--- config.mk ---
export PLATFORM = sky130hd
export DESIGN_NAME = fifo_wr_arbiter
export DESIGN_NICKNAME = d
export VERILOG_FILES = /design/src/rtl/fifo_wr_arbiter.sv
export SDC_FILE = /design/constraint.sdc
export NUM_CORES = 1
export LEC_CHECK = 0
export CAP_MARGIN = 20
export CORE_ASPECT_RATIO = 1.1
export CORE_MARGIN = 2
export CORE_UTILIZATION = 34
export CTS_CLUSTER_SIZE = 12
export DETAILED_ROUTE_END_ITERATION = 12
export MAX_ROUTING_LAYER = met4
export PLACE_DENSITY = 0.76
export SLEW_MARGIN = 20
export SYNTH_ARGS = -nofsm -noshare
export SYNTH_HDL_FRONTEND = slang
export SYNTH_SLANG_ARGS = --single-unit
--- constraint.sdc ---
create_clock -name wclk -period 1.7 [get_ports wclk]
set_input_delay 0.34 -clock wclk [delete_from_list [all_inputs] [get_ports wclk]]
set_output_delay 0.34 -clock wclk [all_outputs]
set_load 0.005 [all_outputs]
--- src/rtl/fifo_wr_arbiter.sv ---
// fifo_wr_arbiter: round-robin burst arbiter sharing the async FIFO write port among N_REQ wclk-domain requesters.
module fifo_wr_arbiter #(
  parameter int N_REQ     = 4,
  parameter int D_WIDTH   = 8,
  parameter int MAX_BURST = 4
) (
  input  logic                       wclk,
  input  logic                       wrst,
  input  logic [N_REQ-1:0]           req,
  input  logic [N_REQ*D_WIDTH-1:0]   req_data,
  input  logic                       wfull,
  output logic                       winc,
  output logic [D_WIDTH-1:0]         wdata,
  output logic [N_REQ-1:0]           grant,
  output logic [N_REQ-1:0]           ack,
  output logic                       busy
);
  localparam int OW = $clog2(N_REQ);
  localparam int BW = $clog2(MAX_BURST + 1);
  typedef enum logic {IDLE, BURST} state_t;
  state_t        state;
  logic [OW-1:0] owner, last_owner, nxt;
  logic [BW-1:0] beat;
  logic          xfer, hit;
  // first asserted request searching upward from the slot after the last owner
  always_comb begin
    nxt = last_owner;
    hit = 1'b0;
    for (int k = 1; k <= N_REQ; k++) begin
      if (!hit && req[(int'(last_owner) + k) % N_REQ]) begin
        nxt = OW'((int'(last_owner) + k) % N_REQ);
        hit = 1'b1;
      end
    end
  end
  assign busy  = (state == BURST);
  assign xfer  = busy && req[owner] && !wfull;
  assign winc  = xfer;
  assign ack   = grant & {N_REQ{xfer}};
  assign wdata = busy ? req_data[int'(owner)*D_WIDTH +: D_WIDTH] : '0;
  always_ff @(posedge wclk) begin
    if (wrst) begin
      state      <= IDLE;
      grant      <= '0;
      owner      <= '0;
      last_owner <= OW'(N_REQ - 1);
      beat       <= '0;
    end else if (state == IDLE) begin
      if (|req) begin
        state <= BURST;
        owner <= nxt;
        grant <= N_REQ'(1) << nxt;
        beat  <= '0;
      end
    end else if (!req[owner] || (xfer && beat == BW'(MAX_BURST - 1))) begin
      state      <= IDLE;
      grant      <= '0;
      last_owner <= owner;
      beat       <= '0;
    end else if (xfer) begin
      beat <= beat + 1'b1;
    end
  end
endmodule
* Word-level counts from Yosys, hierarchy flattened
Cells that the tools add are included.
** Operators by class
- Add/subtract/negate cells :: 5
- Shifts and indexed selects :: 2
- Eq/ne operators :: 3
- Bitwise logic cells :: 6
- Reductions and logical operators :: 22
- Magnitude comparators :: 5
- Multiplexer cells :: 32
** Operators by type and width (count)
- $shiftx A32 B6 Y8 :: 1
- $lt A3 B4 Y1 const B :: 4
- $mux W1 :: 15
- $mux W3 :: 4
- $mux W4 :: 3
- $bmux W1 S2 :: 5
- $mux W2 :: 4
- $mux W8 :: 1
- $reduce_and A2 Y1 :: 4
- $reduce_or A2 Y1 :: 4
- $logic_and A1 B1 Y1 :: 6
- $logic_not A1 Y1 :: 5
- $add A2 B1 Y2 const B :: 2
- $add A2 B2 Y2 const B :: 2
- $and A1 B1 Y1 const A :: 4
- $and A4 B4 Y4 :: 1
- $reduce_or A4 Y1 :: 1
- $shl A1 B2 Y4 const A :: 1
- $add A3 B1 Y3 const B :: 1
- $eq A3 B2 Y1 const B :: 1
- $lt A2 B3 Y1 const B :: 1
- $ne A3 B1 Y1 const B :: 1
- $ne A2 B1 Y1 const B :: 1
- $reduce_bool A2 Y1 :: 1
- other kinds (2) :: 2
** Word-level totals
- Register bits :: 12
- Word-level logic and storage cells :: 80
- Bits of input ports :: 39

* Depth between registers and ports, before layout
- Depth after elaboration :: 19
- Gate-level depth with buffers :: 6
- Mapped depth without buffers :: 6

* Least setup slack after synthesis
OpenSTA, ideal clock, no wires.
- Path kind :: reg2out
- Start :: reg owner[0]
- End :: out wdata[0]
- Setup slack :: 17 ps
- Data arrival time :: 1343 ps
- Stages on the path, launching flop included :: 4
- Path through :: dfxtp_1 buf_2 mux4_2 and2_1
** Between the ends
- Longest elaborated chain between the ends :: 2
** Ends and longest elaborated chain
- start: declaration :: RTL line 22 : logic [OW-1:0] owner, last_owner, nxt;
- start signal: assignment :: RTL line 51 : owner <= nxt;
- $shiftx A32 B6 Y8 :: RTL line 40 : assign wdata = busy ? req_data[int'(owner)*D_WIDTH +: D_WIDTH] : '0;
- $mux W8 :: RTL line 40
- end: declaration :: RTL line 13 : output logic [D_WIDTH-1:0] wdata,
No other way between the ends.

* Worst setup path after layout
- Start :: reg owner[0]
- End :: out ack[1]
** Between the ends
- Longest elaborated chain between the ends :: 5
** Ends and longest elaborated chain
- $bmux W1 S2 :: RTL line 37 : assign xfer = busy && req[owner] && !wfull;
- $mux W1 (implied by the code) :: RTL line 37
- $logic_and A1 B1 Y1 (2 in series) :: RTL line 37
- $and A4 B4 Y4 :: RTL line 39 : assign ack = grant & {N_REQ{xfer}};
- end: declaration :: RTL line 15 : output logic [N_REQ-1:0] ack,
No other way between the ends. The select of a mux whose other input is x is not followed.

==> metrics <==
Max Fclk=500.3 MHz; post-route ant nets=0; Reg2Reg Setup Slack=-80 ps; number of port buffers=56; largest net degree at the start of global routing=11; Syn Nets=142; outcome=complete, but fails checks; initial antenna violation count=0; Synth Warn #=0; Unique masters post-synth=35; Pleak=0.8173 nW; via count=1,177; slew of the pin with the lowest slew margin=438.4 ps; sequential area share after synthesis=0.2455; final worst slack=-298.7 ps; cell accounting for the most synthesized area=dfxtp_1; VDD IR max=631.5 uV; Total GRT Usage=0.2111; top cells by area, synth=dfxtp_1 (25%), mux4_2 (18%), and2_1 (7.7%), nor2b_1 (4.5%), a32o_1 (4.1%); final clock skew=6.391 ps; Mapped Avg Cell Area=9.688 um^2; Hold Crit Start=beat[0]; Clock transition at path regs=70 ps; cells along the critical path=buf_6 > mux2i_1 > buf_4 > o32ai_4 > buf_6 > buf_6 > and2_4 > buf_6; Hold Path Sink=beat[0]; failing checks=setup timing; Non-Filler Instances=~220; Tot Pwr=around 1.1 mW; die area=0.003324 mm^2; Via density=5.302; Cells after DPL=207; first-pass GRT wire length=~5000 um; WL final=3448 um; area of the multi-input gates=roughly 780 um^2; Clock Path Buffers=2; critical path endpoint category=primary output; Critical R2R Launch=owner[0]; most used cell, CP=buf_6; period utilization=1.176; Worst R2R End=beat[0]; fin util=0.7105; Worst Path Arrival=about 1700 ps; FF+latch area=about 250 um^2; CORE AREA=about 0.0028 mm^2; share of layout cells above drive strength 1=0.4392; Post-DP HPWL=roughly 2600 um; # nets final=232; Worst setup SP type=flip-flop; Num CTS Buffers=3; Crit path buffers/inverters=5; fill count=199; Horiz. Die Dim=55.15 um; Final Hold Violating Endpoints=0; Max-slew headroom=0.7055; gr ovfl total=0; n_diodes=0; Crit path largest cell delay=380 ps; Row Count=20; Initial DRC Count=12; Synth Register Bits=12; Initial Util=0.3555; CTS tree=done; cells after synthesis=101; FFs w/ async S/R, synth=0; CP max-delay cell=dfxtp_4; Routability Congestion=0.8156; critical path data required time=1360 ps; drt drc=0; PwrDens=550.6 mW/mm^2; commonest non-fill, non-tap cells in the layout=clkdlybuf4s50_1 (38), buf_4 (25), buf_6 (18); type of the worst min-delay path=flip-flop to flip-flop; clock sinks=12; post-layout minimum cycle time=about 2000 ps; area added between synthesis and finish=99.87%; top_reg_cell synth=dfxtp_1; R2R depth=6; Slew Viols, Final=0; post-synth top area share=0.2455; RSZ-0062 raised after global routing=true; Pre-antenna DRT Iters=4; H-tree depth=1; number of flops mapped to enable cells by yosys=0; Ports=57; Final Setup Violations=16; drt wl/cell=15.53 um; Synth Cell Area=978.4 um^2; Top delay family on crit path=buffers and inverters; post-cts hold buffer count=0; vias in the first global route=1,214; Hold Path Depth=1; Root Buffer=clkbuf_4; WS Path Type=flip-flop to primary output; CP Max Fanout=4; Die Span Y=roughly 60 um; Worst-Skew Late Latency=270 ps; total of max-cap violations=0; commonest non-fill, non-tap cell in the layout=clkdlybuf4s50_1
## kinds of logic (layout without fill, tap and decap cells)
| group | after synthesis | in the layout | share of synthesized area |
|---|---|---|---|
| AOI/OAI and AO/OA | 30 | 30 | 0.2519 |
| adders and majority gates | 2 | 2 | 0.02557 |
| buffers and inverters | 10 | 98 | 0.04092 |
| DFF | 12 | 12 | 0.2455 |
| muxes | 11 | 11 | 0.2161 |
| and+or+nand+nor | 36 | 36 | 0.2199 |
## per-stage QoR
stage                     TNS [ps]  hold WS [ps]  cell area (um^2)  worst slack (ps)
after CTS                    -2867         512.9              1864            -280.6
final                        -3189         470.6              1956            -298.7
after global routing         -3929         486.3              1956            -340.3
after global placement       -9427         464.8              1737            -602.3
after detailed placement     -9819         488.4              1737            -627.0
after floorplan                  0         458.2             978.4             17.44
## routing by layer
| layer | wire length (um) | up-vias | global-route usage |
|---|---|---|---|
| li1 | - | 565 | - |
| met1 | 1215 | 568 | 0.2175 |
| met2 | 1925 | 42 | 0.3878 |
| met3 | 285 | 2 | 0.03750 |
| met4 | 21 | 0 | 0.07666 |
| met5 | 0 | - | - |
## cell type report
| type | count | share of cell area |
|---|---|---|
| tap | 33 | 0.02111 |
| inverter | 5 | 0.009597 |
| clock buffer | 3 | 0.01152 |
| timing repair buffer | 90 | 0.4344 |
| multi-input combinational | 79 | 0.3973 |
| sequential | 12 | 0.1260 |
## cells in the mapped netlist (3+ instances only)
cell type / n
clkbuf_1: 3
a21oi_1: 5
and2_1: 12
a32o_1: 4
nor2_1: 6
o21ai_0: 5
nand2b_1: 4
mux4_2: 8
dfxtp_1: 12
inv_1: 5
nor2b_1: 7
## state kept, by name, summed over array words and instances (netlist names)
name / cells
grant: 4
last_owner: 2
owner: 2
beat: 3
busy: 1
## worst reg2reg max path: stages (launching register included)
cell     delay, ps
dfxtp_4        370
buf_6          120
mux2i_4        180
o32ai_4        270
buf_6          150
or4b_4         490
o22ai_2        140
## power breakdown
part	switching, mW	leakage, nW	internal, mW	total (mW)
clock network	0.0882	0.0138	0.0818	0.170
logic	0.197	0.704	0.377	0.575
registers	0.0264	0.0995	0.306	0.332
## what timing repair did
| item | in CTS | in global routing |
|---|---|---|
| resized for setup | 84 | 16 |
| buffers inserted | 9 | 5 |
| hold endpoints to repair | 0 | 0 |
| pin swaps | 18 | 3 |
| endpoints found under the setup margin | 22 | 20 |
## worst max-delay path by stage
stage / startpoint / end / slack, ps / cells after the start
after floorplan: owner[0] / wdata[0] / 20 / 3
after global placement: req[1] / ack[1] / -600 / 5
after detailed placement: req[0] / ack[2] / -630 / 5
after CTS: owner[0] / ack[2] / -280 / 8
after global routing: owner[0] / ack[1] / -340 / 8
final: owner[0] / ack[1] / -300 / 8
Note: power is estimated with default switching activity, not from simulation.
